==> src/rtl/trapez_peak_detector_pkg.sv <==
// Shared settings for the trapezoidal-shaper back end.
// Holds the data-path widths, the peak detector state encoding and the
// emitted event record layout.
package package_settings;

  localparam int SIZE_SHAPER_DATA          = 16;
  localparam int SIZE_TIME_MAXIMUM_SEARCH  = 8;
  localparam int SIZE_COUNTER_PILE_UP_TIME = 9;
  localparam int SIZE_WORK_TIME            = 64;
  localparam int SIZE_EVENT_COUNTER        = 32;

  typedef enum logic [1:0] {
    IDLE    = 2'd0,
    SEARCH  = 2'd1,
    HOLDOFF = 2'd2
  } peak_state_t;

  // 'time' is a reserved word, so the timestamp field is time_tag.
  typedef struct packed {
    logic signed [SIZE_SHAPER_DATA-1:0] amplitude;
    logic [SIZE_WORK_TIME-1:0]          time_tag;
    logic                               pile_up;
  } peak_event_t;

endpackage

==> src/rtl/trapez_peak_detector_if.sv <==
// Sample stream in / event stream out of the peak detector.
//   data_in, data_in_valid                          : shaper samples
//   peak_amplitude, peak_time, pile_up_flag,
//   peak_valid                                      : one event record
// master = shaper/consumer side, slave = the detector.
interface trapez_peak_detector_if;
  import package_settings::*;

  logic signed [SIZE_SHAPER_DATA-1:0] data_in;
  logic                               data_in_valid;
  logic signed [SIZE_SHAPER_DATA-1:0] peak_amplitude;
  logic [SIZE_WORK_TIME-1:0]          peak_time;
  logic                               pile_up_flag;
  logic                               peak_valid;

  modport master (
    output data_in, data_in_valid,
    input  peak_amplitude, peak_time, pile_up_flag, peak_valid
  );

  modport slave (
    input  data_in, data_in_valid,
    output peak_amplitude, peak_time, pile_up_flag, peak_valid
  );

endinterface

==> src/rtl/trapez_peak_detector_work_time_counter.sv <==
// work_time_counter: free-running timestamp, +1 every clk, wraps to 0.
//   clk, reset (async, active-low) in; work_time out.
module work_time_counter #(
  parameter int WIDTH = 64
) (
  input  logic             clk,
  input  logic             reset,
  output logic [WIDTH-1:0] work_time
);

  always_ff @(posedge clk or negedge reset) begin
    if (!reset) work_time <= '0;
    else        work_time <= work_time + WIDTH'(1);
  end

endmodule

==> src/rtl/trapez_peak_detector.sv <==
// trapez_peak_detector: one amplitude per shaper pulse.
// Triggers on a rising threshold crossing, takes the signed maximum over a
// search window of valid samples, then holds off for a pile-up interval and
// emits {amplitude, timestamp, pile-up} as a one-cycle strobe.
//   clk, reset (async, active-low)
//   enable, threshold, search_time, pile_up_time : configuration
//   bus (slave)                                   : sample in / event out
//   event_counter, pile_up_counter                : emitted event counts
module trapez_peak_detector
  import package_settings::*;
(
  input  logic                                 clk,
  input  logic                                 reset,
  input  logic                                 enable,
  input  logic signed [SIZE_SHAPER_DATA-1:0]   threshold,
  input  logic [SIZE_TIME_MAXIMUM_SEARCH-1:0]  search_time,
  input  logic [SIZE_COUNTER_PILE_UP_TIME-1:0] pile_up_time,
  trapez_peak_detector_if.slave                bus,
  output logic [SIZE_EVENT_COUNTER-1:0]        event_counter,
  output logic [SIZE_EVENT_COUNTER-1:0]        pile_up_counter
);

  localparam int DW = SIZE_SHAPER_DATA;
  localparam int SW = SIZE_TIME_MAXIMUM_SEARCH;
  localparam int PW = SIZE_COUNTER_PILE_UP_TIME;
  localparam int TW = SIZE_WORK_TIME;
  localparam int CW = SIZE_EVENT_COUNTER;

  logic [TW-1:0] work_time;

  work_time_counter #(.WIDTH(TW)) u_work_time (
    .clk       (clk),
    .reset     (reset),
    .work_time (work_time)
  );

  peak_state_t          state, state_d;
  logic signed [DW-1:0] max_q, max_d;
  logic [TW-1:0]        max_time_q, max_time_d;
  logic [SW-1:0]        win_cnt_q, win_cnt_d, search_len_q, search_len_d;
  logic [PW-1:0]        hold_cnt_q, hold_cnt_d, hold_len_q, hold_len_d;
  logic                 pile_q, pile_d;
  logic                 above_prev, above, rising, emit;
  logic [SW-1:0]        search_eff;
  peak_event_t          evt_q;
  logic                 peak_valid_q;

  assign above      = bus.data_in > threshold;
  assign rising     = bus.data_in_valid && above && !above_prev;
  // A zero window still contains the trigger sample.
  assign search_eff = (search_time == '0) ? SW'(1) : search_time;

  always_comb begin
    state_d      = state;
    max_d        = max_q;
    max_time_d   = max_time_q;
    win_cnt_d    = win_cnt_q;
    hold_cnt_d   = hold_cnt_q;
    search_len_d = search_len_q;
    hold_len_d   = hold_len_q;
    pile_d       = pile_q;
    emit         = 1'b0;
    unique case (state)
      IDLE: begin
        if (enable && rising) begin
          max_d        = bus.data_in;
          max_time_d   = work_time;
          win_cnt_d    = SW'(1);
          hold_cnt_d   = '0;
          pile_d       = 1'b0;
          search_len_d = search_eff;
          hold_len_d   = pile_up_time;
          // Trigger sample alone may already fill the window.
          if (search_eff == SW'(1)) begin
            if (pile_up_time == '0) emit = 1'b1;
            else                    state_d = HOLDOFF;
          end else begin
            state_d = SEARCH;
          end
        end
      end
      SEARCH: begin
        if (!enable) begin
          state_d = IDLE;
        end else if (bus.data_in_valid) begin
          if (bus.data_in > max_q) begin
            max_d      = bus.data_in;
            max_time_d = work_time;
          end
          if (rising) pile_d = 1'b1;
          win_cnt_d = win_cnt_q + SW'(1);
          if (win_cnt_d == search_len_q) begin
            hold_cnt_d = '0;
            if (hold_len_q == '0) begin
              emit    = 1'b1;
              state_d = IDLE;
            end else begin
              state_d = HOLDOFF;
            end
          end
        end
      end
      HOLDOFF: begin
        if (!enable) begin
          state_d = IDLE;
        end else if (bus.data_in_valid) begin
          if (rising) pile_d = 1'b1;
          hold_cnt_d = hold_cnt_q + PW'(1);
          if (hold_cnt_d == hold_len_q) begin
            emit    = 1'b1;
            state_d = IDLE;
          end
        end
      end
      default: state_d = IDLE;
    endcase
  end

  always_ff @(posedge clk or negedge reset) begin
    if (!reset) state <= IDLE;
    else        state <= state_d;
  end

  always_ff @(posedge clk or negedge reset) begin
    if (!reset) begin
      max_q           <= '0;
      max_time_q      <= '0;
      win_cnt_q       <= '0;
      hold_cnt_q      <= '0;
      search_len_q    <= '0;
      hold_len_q      <= '0;
      pile_q          <= 1'b0;
      above_prev      <= 1'b0;
      evt_q           <= '0;
      peak_valid_q    <= 1'b0;
      event_counter   <= '0;
      pile_up_counter <= '0;
    end else begin
      max_q        <= max_d;
      max_time_q   <= max_time_d;
      win_cnt_q    <= win_cnt_d;
      hold_cnt_q   <= hold_cnt_d;
      search_len_q <= search_len_d;
      hold_len_q   <= hold_len_d;
      pile_q       <= pile_d;
      // Crossing history tracks the stream regardless of state/enable.
      if (bus.data_in_valid) above_prev <= above;
      peak_valid_q <= emit;
      if (emit) begin
        evt_q         <= '{amplitude: max_d, time_tag: max_time_d, pile_up: pile_d};
        event_counter <= event_counter + CW'(1);
        if (pile_d) pile_up_counter <= pile_up_counter + CW'(1);
      end
    end
  end

  assign bus.peak_amplitude = evt_q.amplitude;
  assign bus.peak_time      = evt_q.time_tag;
  assign bus.pile_up_flag   = evt_q.pile_up;
  assign bus.peak_valid     = peak_valid_q;

endmodule
==> src/flat_wrapper.sv <==
// flat-port wrapper written by rule: the top's interface ports become plain ports
module trapez_peak_detector_flat import package_settings::*;
  (clk, reset, enable, threshold, search_time, pile_up_time, event_counter, pile_up_counter, bus_data_in, bus_data_in_valid, bus_peak_amplitude, bus_peak_time, bus_pile_up_flag, bus_peak_valid);
  trapez_peak_detector_if bus_i ();
  input  logic clk;
  input  logic reset;
  input  logic enable;
  input  logic signed [SIZE_SHAPER_DATA-1:0] threshold;
  input  logic [SIZE_TIME_MAXIMUM_SEARCH-1:0] search_time;
  input  logic [SIZE_COUNTER_PILE_UP_TIME-1:0] pile_up_time;
  output logic [SIZE_EVENT_COUNTER-1:0] event_counter;
  output logic [SIZE_EVENT_COUNTER-1:0] pile_up_counter;
  input wire logic [$bits(bus_i.data_in)-1:0] bus_data_in;
  input wire logic [$bits(bus_i.data_in_valid)-1:0] bus_data_in_valid;
  output wire logic [$bits(bus_i.peak_amplitude)-1:0] bus_peak_amplitude;
  output wire logic [$bits(bus_i.peak_time)-1:0] bus_peak_time;
  output wire logic [$bits(bus_i.pile_up_flag)-1:0] bus_pile_up_flag;
  output wire logic [$bits(bus_i.peak_valid)-1:0] bus_peak_valid;
  assign bus_i.data_in = bus_data_in;
  assign bus_i.data_in_valid = bus_data_in_valid;
  assign bus_peak_amplitude = bus_i.peak_amplitude;
  assign bus_peak_time = bus_i.peak_time;
  assign bus_pile_up_flag = bus_i.pile_up_flag;
  assign bus_peak_valid = bus_i.peak_valid;
  trapez_peak_detector u_core (.clk(clk), .reset(reset), .enable(enable), .threshold(threshold), .search_time(search_time), .pile_up_time(pile_up_time), .bus(bus_i), .event_counter(event_counter), .pile_up_counter(pile_up_counter));
endmodule
==> config.mk <==
export PLATFORM = sky130hd
export DESIGN_NAME = trapez_peak_detector_flat
export DESIGN_NICKNAME = d
export VERILOG_FILES = /design/src/rtl/trapez_peak_detector_pkg.sv /design/src/rtl/trapez_peak_detector_if.sv /design/src/rtl/trapez_peak_detector_work_time_counter.sv /design/src/rtl/trapez_peak_detector.sv /design/src/flat_wrapper.sv
export SDC_FILE = /design/constraint.sdc
export NUM_CORES = 1
export LEC_CHECK = 0
export CORE_UTILIZATION = 58
export DETAILED_ROUTE_END_ITERATION = 7
export DONT_BUFFER_PORTS = 1
export PLACE_DENSITY = 0.76
export SETUP_SLACK_MARGIN = 0.15
export SYNTH_ARGS = -nofsm -noshare
export SYNTH_HDL_FRONTEND = slang
export SYNTH_SLANG_ARGS = --single-unit
==> constraint.sdc <==
create_clock -name clk -period 2.65 [get_ports clk]
set_input_delay 0.53 -clock clk [delete_from_list [all_inputs] [get_ports clk]]
set_output_delay 0.53 -clock clk [all_outputs]
set_load 0.01 [all_outputs]
### Word-level counts from Yosys, hierarchy flattened

Cells that the tools add are included.

* bits in registers: 328
* input port bits: 53
* output and inout bits: 146
* word-level logic and storage cells: 104

* add/sub/neg operators: 5
* $lt $le $gt $ge: 2
* equal/unequal tests: 16
* muxes and demuxes: 49
* reduce and logical (&&, ||, !) cells: 16

Operators by type and width (number)
* 2-to-1 mux 64 bit: 4
* case mux 64 bit (2 select lines): 1
* adder 32 x 1 -> 32 bit, second input constant: 2
* adder 64 x 1 -> 64 bit, second input constant: 1
* 2-to-1 mux 16 bit: 4
* 2-to-1 mux 9 bit: 6
* > comparator 16 bit: 2
* 2-to-1 mux 8 bit: 4
* case mux 16 bit (2 select lines): 1
* case mux 9 bit (3 select lines): 1
* 2-to-1 mux 2 bit: 10
* zero test 9 bit: 2
* case mux 8 bit (2 select lines): 1
* 2-to-1 mux 1 bit: 14
* adder 9 x 1 -> 9 bit, second input constant: 1
* == test 9 bit: 1
* != test 3 bit, second input constant: 3
* adder 8 x 1 -> 8 bit, second input constant: 1
* == test 8 x 1 -> 1 bit, second input constant: 1
* == test 8 bit: 1
* zero test 8 bit: 1
* != test 2 bit, second input constant: 4
* AND reduction 7 bit: 1
* != test 3 x 2 -> 1 bit, second input constant: 2
* 15 further kinds: 19

### Depth between registers and ports, before layout

Gate-level depths: netlist of run 1.

* depth in word-level cells: 8
* mapped depth: 12
* mapped depth without buffers: 10

### Hierarchy

A second synthesis of run 1 with hierarchy kept.

* cells, all modules: 1297
* area total of the unflattened synthesis: 15329.7 µm²

By module, submodules not included
* trapez_peak_detector: times used 1, cells an instance 1032, area each 12414.4 µm², seq. area each 6606.3 µm²
* work_time_counter: times used 1, cells an instance 265, area each 2915.3 µm², seq. area each 1601.5 µm²

### Worst setup path after synthesis of run 1

Ideal clock, no wire load.

* path type: input to register
* start: input threshold[15]
* end: register u_core.pile_up_counter[23]
* library setup time: 128 ps
* arrival: 3007 ps
* required time: 2522 ps
* slack: -485 ps
* cell stages on the path: 12
* path buffers: 2
* cells stage by stage: inv_1 ha_1 nand4_1 or4_4 or2_0 o31a_4 and3_1 clkbuf_1 a221o_1 buf_2 and3_1 xor2_1

* cells in the longest elaborated chain, start to end: 8
* elaborated cells between the ends (all ways): 12
* classes of those cells: order compare (1); mux (7); reduce/logical (4)

RTL lines
* start: declaration: line flat_wrapper.sv:8 `input logic signed [SIZE_SHAPER_DATA-1:0] threshold;`
* > comparator 16 bit *: line trapez_peak_detector.sv:48 `assign above = bus.data_in > threshold;`
* logical AND 1 bit * (2 in a row): line trapez_peak_detector.sv:49 `assign rising = bus.data_in_valid && above && !above_prev;`
* 2-to-1 mux 1 bit: line trapez_peak_detector.sv:90, trapez_peak_detector.sv:107
* 2-to-1 mux 1 bit: line trapez_peak_detector.sv:85 `end else if (bus.data_in_valid) begin`
* 2-to-1 mux 1 bit: line trapez_peak_detector.sv:83 `if (!enable) begin`
* case mux 1 bit (2 select lines): line trapez_peak_detector.sv:63 `unique case (state)`
* AND reduction 2 bit (no source line) *
* end signal: assignment: line trapez_peak_detector.sv:152 `if (pile_d) pile_up_counter <= pile_up_counter + CW'(1);`
* end: declaration: line trapez_peak_detector.sv:20 `output logic [SIZE_EVENT_COUNTER-1:0] pile_up_counter`

Mark *: on every way between the ends. The rest lies on a longest branch, timed or not.
A chain may end at the register's enable or synchronous reset.

### Worst setup path after layout of run 1

* start: register u_core.max_q[1]
* end: register u_core.evt_q, in the netlist u_core.bus.peak_amplitude[2]

* cells in the longest elaborated chain, start to end: 5

RTL lines
* start: declaration: line trapez_peak_detector.sv:38 `logic signed [DW-1:0] max_q, max_d;`
* start signal: assignment: line trapez_peak_detector.sv:139 `max_q <= max_d;`
* > comparator 16 bit: line trapez_peak_detector.sv:86 `if (bus.data_in > max_q) begin`
* 2-to-1 mux 16 bit: line trapez_peak_detector.sv:86
* 2-to-1 mux 16 bit: line trapez_peak_detector.sv:85
* 2-to-1 mux 16 bit: line trapez_peak_detector.sv:83
* case mux 16 bit (2 select lines): line trapez_peak_detector.sv:63
* end signal: assignment: line trapez_peak_detector.sv:150 `evt_q <= '{amplitude: max_d, time_tag: max_time_d, pile_up: pile_d};`
* end: declaration: line trapez_peak_detector.sv:45 `peak_event_t evt_q;`

No other way between the ends.

==> summary.md, run 1 <==
* **top cells by area, synth** sky130_fd_sc_hd__dfrtp_1 52%, sky130_fd_sc_hd__xnor2_1 5.9%, sky130_fd_sc_hd__nand2_1 5.1%, sky130_fd_sc_hd__a22oi_1 3.8%, sky130_fd_sc_hd__o21ai_0 3.5%
* **core box area** 27000 um2
* **data required time at the worst endpoint** 3.10 ns
* **net count of the mapped netlist** 1725
* **largest stage delay on the critical path** 0.40 ns
* **start-to-end type of the worst setup path** reg -> reg
* **count of warnings emitted by yosys** 0
* **most common library cells after synthesis** 328 x sky130_fd_sc_hd__dfrtp_1, 215 x sky130_fd_sc_hd__nand2_1, 116 x sky130_fd_sc_hd__nor2_1
* **antenna cells** 0
* **least setup slack across all paths after layout** -0.165 ns
* **switching share of power** 0.350
* **most numerous cell in the Yosys netlist** sky130_fd_sc_hd__dfrtp_1
* **Async S/R FF share, synth** 1.00
* **simple-gate area share of the yosys netlist** 0.189
* **Crit path top cell by count** sky130_fd_sc_hd__o21a_1
* **top flip-flop cell by instance count after synthesis** sky130_fd_sc_hd__dfrtp_1
* **number of primary I/O pins** 199
* **Placer Congestion** 0.910
* **Final Total Pwr** 17700 uW
* **count of pins over their slew limit** 0
* **Combinational Power Share** 0.313
* **clock latency at the later pin of the worst-skew pair** 0.54 ns
* **sequential power share** 0.381
* **setup repair after global routing missed its margin** yes
* **sequential area share after synthesis** 0.515
* **Leak Pwr** 0.0102 uW
* **Detailed Route WL** 48300 um
* **number of buffers created by CTS** 37
* **Worst Clk Skew** 0.0268 ns
* **die area** 28100 um2
* **Sink Count** 328
* **number of different library cells in the post-synthesis netlist** 67
* **shortest period the worst path allows** 2.81 ns
* **Adder-Cell Fraction of Synth Area** 0.0322
* **result of the run** finished, violations left
* **origin of the critical flop-to-flop path** u_core.max_q[1]
* **peak clock frequency supported by timing** 0.355 GHz
* **Tcrit/Tclk final** 1.06
* **path class of the lowest-slack min-delay path** in -> async
* **cell area power density** 840 nW/um2
* **number of enable flip-flop cells after synthesis** 0
* **vias in the first global route** 12900
* **final-stage net count** 1861
* **peak supply drop** 716 uV
* **area after detailed placement** 17200 um2
* **average footprint of a synthesized cell** 9.77 um2
* **buffer cell driving the clock tree root** sky130_fd_sc_hd__clkbuf_16
* **CTS tree** built
* **mux contribution to synthesized area** 0.0154
* **switching power** 6220 uW
* **endpoint of the worst register-to-register path** u_core.bus.peak_amplitude[2]
* **number of vias per cell** 6.44
* **DR pass1 iterations** 6
* **cell with the largest stage delay on the worst path** sky130_fd_sc_hd__dfrtp_1
* **portion of synthesized cell area occupied by the leading cell type** 0.515
* **initial standard-cell utilization of the core** 0.591
* **Synth Area in XOR/XNOR** 0.0786
* **series of cell instances along the critical path** inv_2 > ha_4 > nor2b_4 > o21a_1 > o21a_1 > o311ai_4 > a21oi_4 > o31ai_4 > buf_4 > buf_6 > buf_12 > a22oi_2 > a21oi_1
* **slew at the pin closest to its max-slew limit** 0.558 ns
* **Remaining DRCs** 0
* **Post-Synthesis Cells** 1631
* **FF-to-FF path depth** 13
* **violations in the final reports** hold timing, setup timing
* **worst slew slack as a fraction of its limit** 0.628
* **data arrival time of the worst path** 3.26 ns
* **antenna violation net count after detailed routing** 0
* **compound-cell area share of the yosys netlist** 0.132
* **number of antenna violations at the first check in global routing** 0
* **Critical Path Source Type** flip-flop
* **leading area contributor after synthesis** sky130_fd_sc_hd__dfrtp_1
* **final setup vio count** 165
* **GRT Resource Usage Total** 0.304
* **total number of placement rows** 60
* **clock slew at the register clock pins of the worst setup and hold paths** 0.06 ns
* **wire length per cell** 22.6 um
* **global-route congestion overflow total** 0
* **largest family of logic cells by synthesized area** simple AND/OR/NAND/NOR gates
* **DIE HEIGHT** 168 um
* **H-tree lvl count** 2
* **DIE WIDTH** 168 um
* **post-detailed-placement half-perimeter wirelength** 25200 um
* **slack of the worst reg-to-reg path** -0.16 ns
* **number of DRC violations after detailed-routing iteration 0** 1253
* **global-route wire length before repair** 68700 um
* **Netlist Area Pre-Place** 15900 um2
* **clock network fraction of total power** 0.306
* **layout cell share with drive strength beyond 1** 0.295
* **maximum number of pins on one net before global-route repair** 329
* **synthesized flop and latch total** 328
* **final hold violation count** 328
* **internal power** 11500 uW
* **launching instance or port of the critical path** u_core.max_q[1]
* **Worst Path Max Fanout** 16
* **port buffer count** 0
* **Finished Cell Area** 21100 um2
* **maxcap violations** 0
* **Critical Path Sink Type** flip-flop
* **P&R area growth vs syn** 32.6%
* **Hold Slack** -0.297 ns
* **buffer levels on the longest clock path** 3
* **detailed-route via count** 13700
==> cell type report <==
| type | count | area (um2) |
|---|---|---|
| clock inverter | 14 | 250 |
| fill | 1566 | 5830 |
| multi-input combinational | 1160 | 8620 |
| clock buffer | 49 | 1020 |
| inverter | 52 | 211 |
| timing repair buffer | 188 | 2370 |
| sequential | 328 | 8220 |
| tap | 341 | 427 |
==> layout by cell type, fill, tap and decap left out, types with 12 or more instances in the layout <==
cell type | netlist | routed
sky130_fd_sc_hd__nand2_1 | 215 | 208
sky130_fd_sc_hd__xnor2_1 | 107 | 98
sky130_fd_sc_hd__a22oi_2 | 0 | 71
sky130_fd_sc_hd__nand4_1 | 55 | 55
sky130_fd_sc_hd__o21ai_2 | 0 | 25
sky130_fd_sc_hd__and2_1 | 13 | 13
sky130_fd_sc_hd__a21oi_1 | 97 | 76
sky130_fd_sc_hd__o21ai_0 | 110 | 16
sky130_fd_sc_hd__nand3_1 | 70 | 54
sky130_fd_sc_hd__xor2_1 | 36 | 35
sky130_fd_sc_hd__o21ai_1 | 0 | 44
sky130_fd_sc_hd__inv_1 | 51 | 47
sky130_fd_sc_hd__dfrtp_1 | 328 | 318
sky130_fd_sc_hd__nor2_1 | 116 | 115
sky130_fd_sc_hd__a21oi_2 | 0 | 20
sky130_fd_sc_hd__buf_16 | 0 | 12
sky130_fd_sc_hd__buf_12 | 0 | 27
sky130_fd_sc_hd__clkbuf_16 | 0 | 49
sky130_fd_sc_hd__buf_6 | 2 | 24
sky130_fd_sc_hd__ha_1 | 41 | 33
sky130_fd_sc_hd__and3_1 | 60 | 51
sky130_fd_sc_hd__o21ai_4 | 0 | 25
sky130_fd_sc_hd__buf_4 | 1 | 106
sky130_fd_sc_hd__mux2_2 | 20 | 17
==> worst max path at each step <==
stage	slack (ns)	endpoint
final	-0.16	u_core.bus.peak_amplitude[2]
after global routing	-0.22	u_core.event_counter[9]
after CTS	-0.08	u_core.bus.peak_time[15]
after detailed placement	-0.53	u_core.event_counter[15]
after global placement	-0.46	u_core.event_counter[6]
after floorplan	-0.39	u_core.pile_up_counter[23]
==> routing by layer <==
metal / global-route usage / wire length, um / vias to the layer above
li1: - / - / 6017
met4: 0.103 / 1850 / 0
met3: 0.0667 / 4070 / 158
met1: 0.397 / 18500 / 6893
met2: 0.503 / 23800 / 655
met5: 0 / 0 / -
==> repair_timing <==
item	in CTS	in global routing
endpoints found under the setup margin	235	263
hold endpoints to repair	328	328
buffers inserted	10	32
gates resized for setup	250	171
cloned	14	20
pin swaps	71	75
==> cell families after synthesis <==
kind of cell / Yosys count
buf+inv: 144
fa+ha+maj: 41
xor+xnor: 143
flops: 328
compound gates: 337
mux: 22
simple gates: 616
==> power by group through the flow <==
stage / Sequential [uW] / Combinational [uW] / Clock, uW
finish: 6760 / 5560 / 5420
global route: 6830 / 5830 / 5670
CTS: 6720 / 4120 / 5470
detailed placement: 6750 / 3200 / 0
global placement: 6740 / 3100 / 0
floorplan: 6470 / 2150 / 0
==> sequential cells by signal (all words and copies together) (netlist names) <==
signal / cells
u_core.above_prev: 1
u_core.bus.peak_amplitude: 16
u_core.bus.peak_time: 64
u_core.bus.peak_valid: 1
u_core.bus.pile_up_flag: 1
u_core.event_counter: 32
u_core.hold_cnt_q: 9
u_core.hold_len_q: 9
u_core.max_q: 16
u_core.max_time_q: 64
u_core.pile_q: 1
u_core.pile_up_counter: 32
u_core.search_len_q: 8
u_core.state: 2
u_core.u_work_time.work_time: 64
u_core.win_cnt_q: 8
==> stage by stage <==
step | setup TNS (ns) | setup slack [ns] | instances | util
global route | -23.70 | -0.219 | 2132 | 0.784
floorplan | -48.33 | -0.386 | 1631 | -
finish | -14.29 | -0.165 | 2132 | 0.784
CTS | -2.65 | -0.0779 | 2080 | 0.731
detailed placement | -98.17 | -0.530 | 1993 | 0.637
global placement | -84.55 | -0.456 | 1993 | 0.637
==> critical path, delay by kind of cell (launching register included) <==
family | cells | cell delay (ns)
buf+inv | 4 | 0.55
fa+ha+maj | 1 | 0.21
compound gates | 7 | 1.43
flops | 1 | 0.40
simple gates | 1 | 0.13
(Power assumes the default switching activity.)
==> run 2, diff against run 1 <==
SKIP_LAST_GASP = 1   (was unset)
SLEW_MARGIN = 5   (was unset)
==> summary.md, run 2 (synthesis results as in run 1) <==
* **result of the run** finished, violations left
* **violations in the final reports** hold timing, setup timing
* **buffer levels on the longest clock path** 3
* **met1 demand-to-capacity share in global routing** 0.397
* **FF-to-FF path depth** 13
* **buffer cell driving the clock tree root** sky130_fd_sc_hd__clkbuf_16
* **DIE HEIGHT** 168 um
* **number of DRC violations after detailed-routing iteration 0** 1301
* **DIE WIDTH** 168 um
* **wire length per cell** 22.4 um
* **endpoint of the worst register-to-register path** u_core.bus.peak_time[30]
* **P&R area growth vs syn** 32.3%
* **count of fill cells added during filler insertion** 1578
* **GRT Resource Usage Total** 0.303
* **final-stage net count** 1856
* **origin of the critical flop-to-flop path** u_core.max_q[1]
* **register area** 8220 um2
* **commonest cells after routing, fill and taps aside** 316 x sky130_fd_sc_hd__dfrtp_1, 210 x sky130_fd_sc_hd__nand2_1, 117 x sky130_fd_sc_hd__buf_4
* **Critical Path Sink Type** flip-flop
* **cell total after placement** 1993
* **slack of the worst reg-to-reg path** -0.24 ns
* **path class of the lowest-slack min-delay path** in -> async
* **final setup vio count** 161
* **met3 layer usage reported by global route** 0.0690
* **count of placed standard cells in the final layout, fillers left out** 2127
* **core box area** 27000 um2
* **largest stage delay on the critical path** 0.41 ns
* **Final Total Pwr** 17500 uW
* **global routing's busiest layer** met2
* **shortest period the worst path allows** 2.89 ns
* **area after detailed placement** 17200 um2
* **Finished Cell Area** 21100 um2
* **Leak Pwr** 0.0101 uW
* **total number of placement rows** 60
* **Worst Clk Skew** 0.0243 ns
* **number of vias per cell** 6.40
* **vias in the first global route** 12800
* **Worst Path Max Fanout** 14
* **port buffer count** 0
* **Tcrit/Tclk final** 1.09
* **post-detailed-placement half-perimeter wirelength** 25200 um
* **least setup slack across all paths after layout** -0.243 ns
* **data required time at the worst endpoint** 3.06 ns
* **peak supply drop** 717 uV
* **count of pins over their slew limit** 0
* **start-to-end type of the worst setup path** reg -> reg
* **met2 GRT Util** 0.496
* **CTS tree** built
* **slew at the pin closest to its max-slew limit** 0.729 ns
* **Hold Slack** -0.293 ns
* **maxcap violations** 0
* **TNS Setup** -10.62 ns
* **die area** 28100 um2
* **Remaining DRCs** 0
* **clock slew at the register clock pins of the worst setup and hold paths** 0.06 ns
* **number of primary I/O pins** 199
* **kind of cell with the highest combined delay on the critical path** compound AO/OA/AOI/OAI gates
* **Detailed Route WL** 47700 um
* **data arrival time of the worst path** 3.31 ns
* **cell with the largest stage delay on the worst path** sky130_fd_sc_hd__dfrtp_1
* **detailed-route via count** 13600
* **Critical Path Source Type** flip-flop
* **H-tree lvl count** 2
* **Placer Congestion** 0.910
* **buffers and inverters on the worst path** 4
* **initial standard-cell utilization of the core** 0.591
* **global-route congestion overflow total** 0
* **antenna cells** 0
* **number of antenna violations at the first check in global routing** 0
* **DR pass1 iterations** 5
* **setup repair after global routing missed its margin** yes
* **peak clock frequency supported by timing** 0.346 GHz
* **most frequent standard cell in the layout excluding fill and tap cells** sky130_fd_sc_hd__dfrtp_1
* **clock latency at the later pin of the worst-skew pair** 0.54 ns
* **layout cell share with drive strength beyond 1** 0.308
* **Multi-input gate area** 8710 um2
* **maximum number of pins on one net before global-route repair** 329
* **number of buffers created by CTS** 37
* **final hold violation count** 328
* **cell area power density** 829 nW/um2
* **Sink Count** 328
* **antenna violation net count after detailed routing** 0
* **worst slew slack as a fraction of its limit** 0.514
* **series of cell instances along the critical path** inv_2 > ha_4 > nor2b_4 > o21a_1 > o21a_1 > o311ai_4 > a21oi_4 > o31ai_4 > buf_4 > buf_12 > buf_4 > a22oi_2 > a21oi_1
* **global-route wire length before repair** 68200 um
==> run 2: final cells by class <==
class,count,area share
Sequential cell,328,0.390
Inverter,52,0.0103
Timing Repair Buffer,183,0.106
Multi-Input combinational cell,1160,0.413
Clock buffer,49,0.0484
Tap cell,341,0.0202
Clock inverter,14,0.0119
==> run 2: worst max path at each step <==
stage | startpoint | end | depth (start not counted)
2_1_floorplan | threshold[15] | u_core.pile_up_counter[23] | 12
3_3_place_gp | threshold[11] | u_core.event_counter[6] | 12
3_5_place_dp | threshold[11] | u_core.event_counter[15] | 12
4_1_cts | u_core.win_cnt_q[0] | u_core.bus.peak_time[15] | 11
5_1_grt | u_core.max_q[1] | u_core.bus.peak_time[30] | 13
6_report | u_core.max_q[1] | u_core.bus.peak_time[30] | 13
==> run 2: routing by layer <==
layer / part of all wire / up-vias
met5: 0 / -
met4: 0.044 / 0
met3: 0.077 / 194
met2: 0.49 / 645
met1: 0.39 / 6788
li1: - / 5989
==> run 2: report_power, final <==
group	total [uW]	internal (uW)	switching, uW	leakage [uW]
Clock	5430	3310	2120	0.000624
Combinational	5300	2320	2980	0.00501
Sequential	6760	5760	997	0.00447
==> run 2: repair_timing <==
| action | in CTS | in global routing |
|---|---|---|
| buffers inserted | 10 | 33 |
| pin swaps | 46 | 73 |
| endpoints found under the setup margin | 235 | 262 |
| hold endpoints to repair | 328 | 328 |
| resized for setup | 199 | 225 |
| gates cloned | 14 | 14 |
==> run 2: per-stage QoR <==
stage | setup WS [ns] | util
6_report | -0.243 | 0.782
5_1_grt | -0.253 | 0.782
4_1_cts | -0.0779 | 0.725
3_5_place_dp | -0.530 | 0.637
3_3_place_gp | -0.456 | 0.637
2_1_floorplan | -0.386 | -
